### config.mk
export PLATFORM = sky130hd
export DESIGN_NAME = alu_issue_ctrl
export DESIGN_NICKNAME = d
export VERILOG_FILES = /design/src/rtl/alu_pkg.sv /design/src/rtl/alu_op_fifo.sv /design/src/rtl/alu_issue_ctrl.sv
export SDC_FILE = /design/constraint.sdc
export NUM_CORES = 1
export LEC_CHECK = 0
export BUFFER_PORTS_ARGS = -buffer_cell sky130_fd_sc_hd__clkbuf_2
export CAP_MARGIN = 20
export CELL_PAD_IN_SITES_DETAIL_PLACEMENT = 2
export CELL_PAD_IN_SITES_GLOBAL_PLACEMENT = 2
export CORE_ASPECT_RATIO = 1.75
export CORE_UTILIZATION = 44
export DETAILED_ROUTE_END_ITERATION = 10
export PLACE_DENSITY_LB_ADDON = 0.1
export REMOVE_ABC_BUFFERS = 1
export SLEW_MARGIN = 30
export SYNTH_ARGS = -nofsm -noshare
export SYNTH_HDL_FRONTEND = slang
export SYNTH_SLANG_ARGS = --single-unit
### constraint.sdc
create_clock -name CLK -period 4.2 [get_ports CLK]
set_input_delay 0.21 -clock CLK [delete_from_list [all_inputs] [get_ports CLK]]
set_output_delay 0.21 -clock CLK [all_outputs]
set_load 0.02 [all_outputs]
### src/rtl/alu_pkg.sv
// alu_pkg: command encodings, command limits, issue states and the entry control fields shared by the ALU1 issue path.
package alu_pkg;
    localparam logic [3:0] CMD_MUL_INC   = 4'd9;
    localparam logic [3:0] CMD_MUL_SHL   = 4'd10;
    localparam logic [3:0] ARITH_CMD_MAX = 4'd10;
    localparam logic [3:0] LOGIC_CMD_MAX = 4'd13;
    typedef enum logic [1:0] {IDLE, ISSUE, MUL_WAIT} issue_state_t;
    typedef struct packed {
        logic       cin;
        logic [3:0] cmd;
        logic       mode;
        logic [1:0] opvalid;
    } alu_op_t;
    function automatic logic is_mul_cmd(input logic mode, input logic [3:0] cmd);
        return mode && (cmd == CMD_MUL_INC || cmd == CMD_MUL_SHL);
    endfunction
endpackage

### src/rtl/alu_op_fifo.sv
// alu_op_fifo: synchronous FIFO with push/pop/flush, occupancy count and full/empty flags.
module alu_op_fifo #(
    parameter int W     = 8,
    parameter int DEPTH = 4
) (
    input  logic                     clk,
    input  logic                     rst,
    input  logic                     flush,
    input  logic                     push,
    input  logic                     pop,
    input  logic [W-1:0]             din,
    output logic [W-1:0]             dout,
    output logic [$clog2(DEPTH):0]   count,
    output logic                     full,
    output logic                     empty
);
    localparam int AW = $clog2(DEPTH);
    logic [W-1:0] mem [DEPTH];
    logic [AW-1:0] wp, rp;
    logic do_push, do_pop;
    assign full    = count == (AW+1)'(DEPTH);
    assign empty   = count == '0;
    assign dout    = mem[rp];
    assign do_push = push && !full;
    assign do_pop  = pop && !empty;
    always_ff @(posedge clk) begin
        if (rst || flush) begin
            wp    <= '0;
            rp    <= '0;
            count <= '0;
        end else begin
            if (do_push) begin
                mem[wp] <= din;
                wp      <= wp + 1'b1;
            end
            if (do_pop) rp <= rp + 1'b1;
            count <= count + (AW+1)'(do_push) - (AW+1)'(do_pop);
        end
    end
endmodule

### src/rtl/alu_issue_ctrl.sv
// alu_issue_ctrl: buffers ALU ops and issues them to ALU1 with registered outputs and bubbles after multiplies.
// Optional push-side legality check with DROP/DROP_CNT outputs: define ALU_ISSUE_CHECK_EN.
module alu_issue_ctrl
    import alu_pkg::*;
#(
    parameter int INPUT   = 8,
    parameter int DEPTH   = 4,
    parameter int MUL_GAP = 1
) (
    input  logic             CLK,
    input  logic             RST,
    input  logic             FLUSH,
    input  logic             IN_VALID,
    output logic             IN_READY,
    input  logic [INPUT-1:0] IN_OPA,
    input  logic [INPUT-1:0] IN_OPB,
    input  logic             IN_CIN,
    input  logic [3:0]       IN_CMD,
    input  logic             IN_MODE,
    input  logic [1:0]       IN_OPVALID,
    output logic [INPUT-1:0] OPA,
    output logic [INPUT-1:0] OPB,
    output logic             CIN,
    output logic             MODE,
    output logic [3:0]       CMD,
    output logic [1:0]       VALID,
    output logic             CE,
    output logic [15:0]      ISSUE_CNT
`ifdef ALU_ISSUE_CHECK_EN
    ,
    output logic             DROP,
    output logic [7:0]       DROP_CNT
`endif
);
    typedef struct packed {
        logic [INPUT-1:0] opa;
        logic [INPUT-1:0] opb;
        alu_op_t          ctl;
    } entry_t;
    entry_t in_e, head;
    issue_state_t state;
    logic [$clog2(DEPTH):0] count;
    logic [1:0] gap;
    logic full, empty, legal, mul_hold, advance, pop;
    assign in_e = '{opa: IN_OPA, opb: IN_OPB,
                    ctl: '{cin: IN_CIN, cmd: IN_CMD, mode: IN_MODE, opvalid: IN_OPVALID}};
    assign IN_READY = count != ($clog2(DEPTH)+1)'(DEPTH);
`ifdef ALU_ISSUE_CHECK_EN
    assign legal = IN_OPVALID != 2'b00 && (IN_MODE ? IN_CMD <= ARITH_CMD_MAX : IN_CMD <= LOGIC_CMD_MAX);
`else
    assign legal = 1'b1;
`endif
    alu_op_fifo #(.W($bits(entry_t)), .DEPTH(DEPTH)) u_fifo (
        .clk   (CLK),
        .rst   (RST),
        .flush (FLUSH),
        .push  (IN_VALID && !full && legal),
        .pop   (pop),
        .din   (in_e),
        .dout  (head),
        .count (count),
        .full  (full),
        .empty (empty)
    );
    // decisions are made on the op currently held in the output registers
    assign mul_hold = MUL_GAP > 0 && is_mul_cmd(MODE, CMD);
    assign advance  = state == IDLE || (state == ISSUE && !mul_hold) || (state == MUL_WAIT && gap == '0);
    assign pop      = !FLUSH && !empty && advance;
    always_ff @(posedge CLK) begin
        if (RST) begin
            state     <= IDLE;
            gap       <= '0;
            CE        <= 1'b0;
            OPA       <= '0;
            OPB       <= '0;
            CIN       <= 1'b0;
            CMD       <= '0;
            MODE      <= 1'b0;
            VALID     <= '0;
            ISSUE_CNT <= '0;
        end else if (FLUSH) begin
            state <= IDLE;
            CE    <= 1'b0;
        end else if (pop) begin
            state     <= ISSUE;
            CE        <= 1'b1;
            OPA       <= head.opa;
            OPB       <= head.opb;
            CIN       <= head.ctl.cin;
            CMD       <= head.ctl.cmd;
            MODE      <= head.ctl.mode;
            VALID     <= head.ctl.opvalid;
            ISSUE_CNT <= ISSUE_CNT + 16'd1;
        end else if (state == ISSUE && mul_hold) begin
            state <= MUL_WAIT;
            gap   <= 2'(MUL_GAP - 1);
            CE    <= 1'b0;
        end else if (state == MUL_WAIT && gap != '0) begin
            gap <= gap - 2'd1;
            CE  <= 1'b0;
        end else begin
            state <= IDLE;
            CE    <= 1'b0;
        end
    end
`ifdef ALU_ISSUE_CHECK_EN
    always_ff @(posedge CLK) begin
        if (RST) begin
            DROP     <= 1'b0;
            DROP_CNT <= '0;
        end else begin
            DROP <= IN_VALID && IN_READY && !legal;
            if (IN_VALID && IN_READY && !legal && DROP_CNT != 8'hFF) DROP_CNT <= DROP_CNT + 8'd1;
        end
    end
`endif
endmodule

==> results.md, run 1 <==
* Worst-skew pair later-pin latency at ~420 ps
* Post-DP HPWL at between 8000 and 9000 um
* Die height at 155 um
* Reg area at 0.00393 sq mm
* Number of antenna violations at the first check in global routing at 0
* GP Congestion at 0.718
* # setup viols final at 0
* CTS Buf Count at 17
* # DRC at 0
* Dpl ws at between 1500 and 2000 ps
* CP Launch Type: register
* Final Hold Fails at 0
* Critical Path AT at 2860 ps
* Die area at ~0.014 sq mm
* First-pass GRT wire length at approximately 23000 um
* CP max FO at 5
* Number of routed nets with antenna violations at 0
* Largest delay share family, worst path: adder cells
* I/O Pins at 70
* Synth top area share at approximately 50%
* Post-CTS Hold Fix Bufs at 9
* Max VDD drop at 0.000275 V
* Synth unique cells at between 40 and 50
* Yosys warns at 0
* Detailed Routing Iterations Pass 1 at 4
* Slew Viols, Final at 0
* Yosys reg bits at 148
* Lkg Pwr at between 2 and 2.5 nW
* Number of core rows at 55
* Routed wire length at 14800 um
* Initial core utilization at a little under half
* Primary FF master, synth: edfxtp_1
* Pwr/cell area at approximately 480 mW/mm^2
* Async SR Flop Fraction at 0%
* Root buf cell: clkbuf_16
* Worst path buffer plus inverter count at 1
* RSZ-0062 raised after global routing: no
* Clk_skew at between 10 and 15 ps
* Setup Buffers After CTS at 0
* Chip width at ~89 um
* Fin worst setup slack at 1660 ps
* TNS Setup at 0 ps
* Post-synthesis instance area at 0.00587 sq mm
* CP Data Required Time at approximately 4500 ps
* Vias in the first global route at approximately 4200
* Cells after Synth at 409
* Post-Place Cell Area at approximately 0.0064 sq mm
* DR vias/cell at 5.62
* Core region area at 0.0129 sq mm
* Worst slew pin tran at 882 ps
* Routed WL per cell at 22.1 um
* Final period util at between 60% and 70%
* Critical Path End Type: register
* Main area contributors after synthesis: edfxtp_1 49%, dfxtp_1 18%, mux4_2 9.2%, a21oi_1 3.1%, nand3_1 2.9%
* Ratio of cells with drive above 1 in the final layout at between 20% and 30%
* Area delta synth->final at 20.1%
* Nets at ~520
* Syn Area/Cell at between 10 and 15 sq um
* Vias post-DR at 3772
* Largest net degree at the start of global routing at 55
* Final Core Density at between 50% and 60%
* Worst min path class: in -> reg
* Multi-input logic area at between 0.0015 and 0.002 sq mm
* First DRT Iteration DRCs at 148
* # H-tree levels at 4
* Worst-path clk slew at 70 ps
* CTS Sinks at roughly 150
* Number of flops mapped to enable cells by yosys at 96
* Max Cap Violations at 0
* Gr ovfl total at 0
* # port buffers at 69
* Tot GR Track Use at about a quarter
* Worst path cell trace: nor3_1 -> a211o_1 -> nor2_1 -> ha_1 -> inv_1 -> ha_1 -> fa_1 -> xnor2_1 -> xnor2_1 -> nor2_1
* ANT cells at 0
* Cell area after layout at 0.00704 sq mm
* Sequential-to-total area share from yosys stat at between 60% and 70%
* Leading area contributor after synthesis: edfxtp_1
* CP max stage cell: nor3_1
* Fmax achieved at 0.393 GHz
* Slowest cell delay on critical path at approximately 530 ps
* Final period demand of the worst path at approximately 2500 ps
* Clock Tree Buf Depth at 2
* Slew HR at between 40 and 50%
* Overall Power at ~3.4 mW
* Post-cts resize count at 0
* Status: finished clean
* Fillers at 1263
* CP Class: reg -> reg
* TritonCTS clock tree: built
## layout make-up
| type | instances | area share, % |
|---|---|---|
| clock buffer | 18 | 6.09 |
| inverter | 10 | 0.533 |
| sequential | 148 | 55.8 |
| timing repair buffer | 88 | 7.25 |
| multi-input combinational | 222 | 25.3 |
| clock inverter | 14 | 2.03 |
| tap | 171 | 3.04 |
## layer usage
metal | vias to the layer above | GRT usage, % | wire length (um)
met2 | 68 | 45.6 | 8770
met4 | 0 | 8.09 | 223
li1 | 1726 | - | -
met5 | - | 0 | 0
met3 | 19 | 4.27 | 374
met1 | 1959 | 25.5 | 5440
## through the flow
step,hold slack (ps),std cells
after CTS,1.11,671
after global placement,422,630
final,16.4,671
after floorplan,279,380
after global routing,8.89,671
after detailed placement,430,630
## power breakdown
part	internal [mW]	switching [mW]	leakage, nW
registers	1.60	0.0404	1.29
clock network	0.832	0.633	0.271
logic	0.113	0.189	0.877
## registers in the layout, indices dropped and copies added (netlist names)
name	flops
CE	1
CIN	1
CMD	4
ISSUE_CNT	16
MODE	1
OPA	8
OPB	8
VALID	2
gap	2
state	2
u_fifo.count	3
u_fifo.mem	96
u_fifo.rp	2
u_fifo.wp	2
## Yosys cell counts, drive strengths merged, types with 2 or more instances
cell type,n
nor4,4
mux2,6
buf,9
and3,4
xnor2,3
nor2b,6
and2,2
o31ai,8
dfxtp,52
or2,2
or4,6
nand2b,2
and4,3
mux4,24
ha,8
a211o,2
edfxtp,96
a21oi,36
nor3b,2
inv,10
nand4,3
nand3,34
nand2,5
nor2,14
o21ai,28
nor3,3
or3,5
clkbuf,20
## kinds of logic after synthesis
family                   synth area share (%)
flip-flops                               66.9
AO/OA/AOI/OAI                            7.76
XOR/XNOR                                0.597
AND/OR/NAND/NOR                          9.26
multiplexers                             10.5
adder cells (fa/ha/maj)                  2.05
buffers and inverters                    2.90
## path summary, 6_finish.rpt
path                              start                         end  slack, ps  depth (start not counted)
min reg2reg         OPA[0]$_SDFFE_PP0P_         OPA[0]$_SDFFE_PP0P_        480                          2
max          u_fifo.count[1]$_SDFF_PP0_  u_fifo.count[2]$_SDFF_PP0_       1660                         10
min                             IN_MODE  u_fifo.mem[0][2]$_DFFE_PP_         20                          1
max reg2reg  u_fifo.count[1]$_SDFF_PP0_  u_fifo.count[2]$_SDFF_PP0_       1660                         10
## worst register-to-register path, cell delays in order, from the launching register on
cell     delay (ps)
dfxtp_1         360
nor3_1          540
a211o_1         220
nor2_1           70
ha_1            270
inv_1            40
ha_1            180
fa_1            370
xnor2_1         190
xnor2_1         140
nor2_1           50
## placed cells by master, fill, tap and decap left out, types with 8 or more instances in the layout
cell,n
a21oi_1,36
buf_4,10
clkbuf_16,17
clkbuf_2,69
dfxtp_1,51
dlygate4sd3_1,9
edfxtp_1,96
ha_1,8
inv_1,10
mux4_2,24
nand3_1,34
nor2_1,14
o21ai_0,28
o31ai_1,8
Note: power is estimated with default switching activity, not from simulation.
==> run 2, diff against run 1 <==
ABC_AREA = 1   (was unset)
CORE_UTILIZATION = 34   (was 44)
clock period = 2.28 ns   (was 4.2 ns; I/O delays follow)
==> run 2 against run 1 <==
Net effect: synthesized cell count increased by 47%; critical path depth rose by 5; sequential cell count unchanged; hold slack hardly changed; register-to-register slack got worse by 1600 ps; non-clock buffer count is 24 higher; critical path type unchanged; sequential share of layout area fell by 4.5 points; cell area increased by 8.8%; die area up 35%.
==> results.md, run 2 <==
* Status: finished clean
* Internal at 4.91 mW (+93%)
* # setup viols final at 0 (unchanged)
* Clock Power Share at 42.1% (-1.0 points)
* Cell area after layout at 0.00766 sq mm (+8.8%)
* Main area contributors after synthesis: edfxtp_1 47%, dfxtp_1 17%, nor2_1 9.3%, o21ai_0 7.0%, nand2_1 3.7%
* Critical Path AT at 2480 ps (-380 ps)
* Post-synthesis instance area at 0.00613 sq mm (+4.5%)
* CP Data Required Time at 2580 ps (-1930 ps)
* Seq pwr share at 46.3% (-1.8 points)
* Cells after Synth at 602 (+47%)
* TritonCTS clock tree: built
* Number of flops mapped to enable cells by yosys at 96 (unchanged)
* Post-DP HPWL at 10700 um (+20%)
* Number of antenna violations at the first check in global routing at 0 (unchanged)
* Syn Area/Cell at 10.2 sq um (-29%)
* Cells after DPL at 889 (+41%)
* DR vias/cell at 4.87 (-13%)
* Post-Place Cell Area at 0.00676 sq mm (+6.0%)
* Dpl ws at -145 ps (-1810 ps)
* Combinational share of power at 11.6% (+2.7 points)
* Async SR Flop Fraction at 0% (unchanged)
* First-pass GRT wire length at 26100 um (+12%)
* Commonest non-fill, non-tap cell in the layout: nor2_1
* Vias post-DR at 4609 (+22%)
* Layout Cells excl Fill at 947 (+41%)
* Final period util at 95.7% (+35 points)
* Gr ovfl total at 0 (unchanged)
* Max VDD drop at 0.000564 V (+110%)
* Worst path buffer plus inverter count at 4 (+3)
* CP max FO at 2 (-3)
* Slowest cell delay on critical path at 370 ps (-160 ps)
* Worst-skew pair later-pin latency at 420 ps (about the same)
* Area delta synth->final at 25.0%
* Largest net degree at the start of global routing at 48 (-13%)
* Max Cap Violations at 0 (unchanged)
* CTS Sinks at 148 (unchanged)
* Max FFs per register at 96 (unchanged)
* Top Registers: u_fifo.mem: 96 flops, ISSUE_CNT: 16 flops
* Largest delay share family, worst path: adder cells
* Sequential-to-total area share from yosys stat at 64.0% (-2.9 points)
* Worst-path clk slew at 60 ps (about the same)
* Ratio of cells with drive above 1 in the final layout at 22.8% (-6.2 points)
* Biggest register: u_fifo.mem
* # port buffers at 69 (unchanged)
* Leading area contributor after synthesis: edfxtp_1
* Vias in the first global route at 5161 (+22%)
* ANT cells at 0 (unchanged)
* Fin worst setup slack at 97.7 ps (-1560 ps)
* Yosys warns at 0 (unchanged)
* Root buf cell: clkbuf_16
* Routed WL per cell at 17.4 um (-21%)
* Fin Hold WS at 16.7 ps (+0.312 ps)
* Final Hold Fails at 0 (unchanged)
* Number of routed nets with antenna violations at 0 (unchanged)
* Worst min path class: in -> reg
* Nets at 740 (+41%)
* Routed wire length at 16500 um (+11%)
* Clock Tree Buf Depth at 2 (unchanged)
* TNS Setup at 0 ps (unchanged)
* Leading cell types in the layout, fill and taps excluded: 145 x nor2_1, 96 x edfxtp_1, 85 x o21ai_0
* Slew Viols, Final at 0 (unchanged)
* Number of core rows at 64 (+16%)
* Core region area at 0.0175 sq mm (+36%)
* First DRT Iteration DRCs at 109 (-26%)
* Critical Path End Type: register
* Switching power of the nets at 1.62 mW (+88%)
* Cell with the most instances after synthesis: nor2_1
* RSZ-0062 raised after global routing: no
* Worst path cell trace: inv_2 -> ha_4 -> inv_4 -> nor2_4 -> nor2_4 -> nor2_4 -> nand2_4 -> inv_4 -> ha_4 -> inv_2 -> ha_4 -> fa_2 -> xor2_2 -> o21ai_1 -> a21oi_1
* Worst slew pin tran at 601 ps (-281 ps)
* Initial core utilization at 34.9% (-10 points)
* Tot GR Track Use at 19.1% (-4.9 points)
* Net Sw Frac at 24.8% (-0.53 points)
* CP max stage cell: fa_2
* # DRC at 0 (unchanged)
* GP Congestion at 0.712 (-0.75%)
* Die area at 0.0186 sq mm (+35%)
* # H-tree levels at 4 (unchanged)
* Synth unique cells at 29 (-34%)
* Die height at 180 um (+16%)
* Final period demand of the worst path at 2180 ps (-361 ps)
* Synth cell count leaders: 151 x nor2_1, 96 x edfxtp_1, 86 x o21ai_0
* Synth top area share at 47.0% (-2.1 points)
* Slew HR at 60.0% (+19 points)
* Lkg Pwr at 2.82 nW (+16%)
* Chip width at 103 um (+16%)
* Clk_skew at 8.52 ps (-3.42 ps)
* Detailed Routing Iterations Pass 1 at 4 (unchanged)
* I/O Pins at 70 (unchanged)
* Primary FF master, synth: edfxtp_1
* Pwr/cell area at 853 mW/mm^2 (+76%)
* CP Class: reg -> reg
* CTS Buf Count at 17 (unchanged)
* Fmax achieved at 0.458 GHz (+17%)
* CP Launch Type: register
* Yosys reg bits at 148 (unchanged)
## run 2: cell types whose count changed in the layout (fill, tap and decap cells not counted), moves of 8 or more
cell / previous run / this run
nor2_1: 14 / 145
o21ai_0: 28 / 85
nand2_1: 5 / 61
a21oi_1: 36 / 10
mux4_2: 24 / 0
nand3_1: 34 / 11
inv_1: 10 / 30
o21ai_1: 0 / 17
dlygate4sd3_1: 9 / 24
a21oi_2: 0 / 12
nand2_2: 0 / 10
o31ai_1: 8 / 0
## run 2: metal layers
| layer | vias up | routed length [um] | global-route usage [%] |
|---|---|---|---|
| met5 | - | 0 | 0 |
| met4 | 0 | 265 | 6.59 |
| met3 | 17 | 344 | 3.23 |
| met2 | 59 | 9870 | 37.6 |
| met1 | 2330 | 6010 | 19.0 |
| li1 | 2203 | - | - |
## run 2: power groups by stage
stage          combinational (mW)  clock [mW]  sequential (mW)
2_1_floorplan               0.298           0             3.17
3_3_place_gp                0.669           0             3.07
3_5_place_dp                0.703           0             3.08
4_1_cts                     0.755        2.81             3.03
5_1_grt                     0.843        2.91             3.04
6_report                    0.755        2.75             3.03
## run 2: layout make-up
class,instances,area [sq um]
Fill cell,1876,9880
Sequential cell,148,3930
Multi-Input combinational cell,385,1940
Timing Repair Buffer,112,778
Clock buffer,19,433
Tap cell,231,289
Inverter,39,151
Clock inverter,13,140
## run 2: worst paths after layout
| kind | startpoint | endpoint | slack, ps | cells after the start |
|---|---|---|---|---|
| hold reg to reg | CMD[1]$_SDFFE_PP0P_ | CMD[1]$_SDFFE_PP0P_ | 490 | 2 |
| setup reg to reg | gap[0]$_SDFFE_PP0P_ | u_fifo.count[2]$_SDFF_PP0_ | 100 | 15 |
| setup / recovery | gap[0]$_SDFFE_PP0P_ | u_fifo.count[2]$_SDFF_PP0_ | 100 | 15 |
| hold / removal | FLUSH | state[1]$_SDFFE_PP0P_ | 20 | 4 |
## run 2: per-stage QoR
stage | utilization, % | power, mW
after floorplan | - | 3.47
after global placement | 38.6 | 3.74
after detailed placement | 38.6 | 3.79
after CTS | 43.4 | 6.59
after global routing | 43.7 | 6.79
final | 43.7 | 6.53
## run 2: worst reg2reg max path, stage by stage (launching register included)
cell	delay [ps]
dfxtp_2	330
inv_2	50
ha_4	160
inv_4	60
nor2_4	40
nor2_4	110
nor2_4	60
nand2_4	70
inv_4	40
ha_4	250
inv_2	30
ha_4	150
fa_2	370
xor2_2	170
o21ai_1	140
a21oi_1	50
## run 2: what timing repair did
| action | CTS | global route |
|---|---|---|
| setup endpoints to repair | 1 | 1 |
| setup buffers | 0 | 2 |
| hold buffers | 24 | 0 |
| gates resized for setup | 12 | 8 |
| hold endpoints to repair | 96 | 0 |
| pin swaps | 5 | 7 |
## run 2: cell families after synthesis
family	count (synthesis)	synth area share, %
compound gates	126	11.3
buf+inv	69	5.49
fa+ha+maj	9	1.96
xor+xnor	11	1.57
simple gates	239	15.7
flops	148	64.0
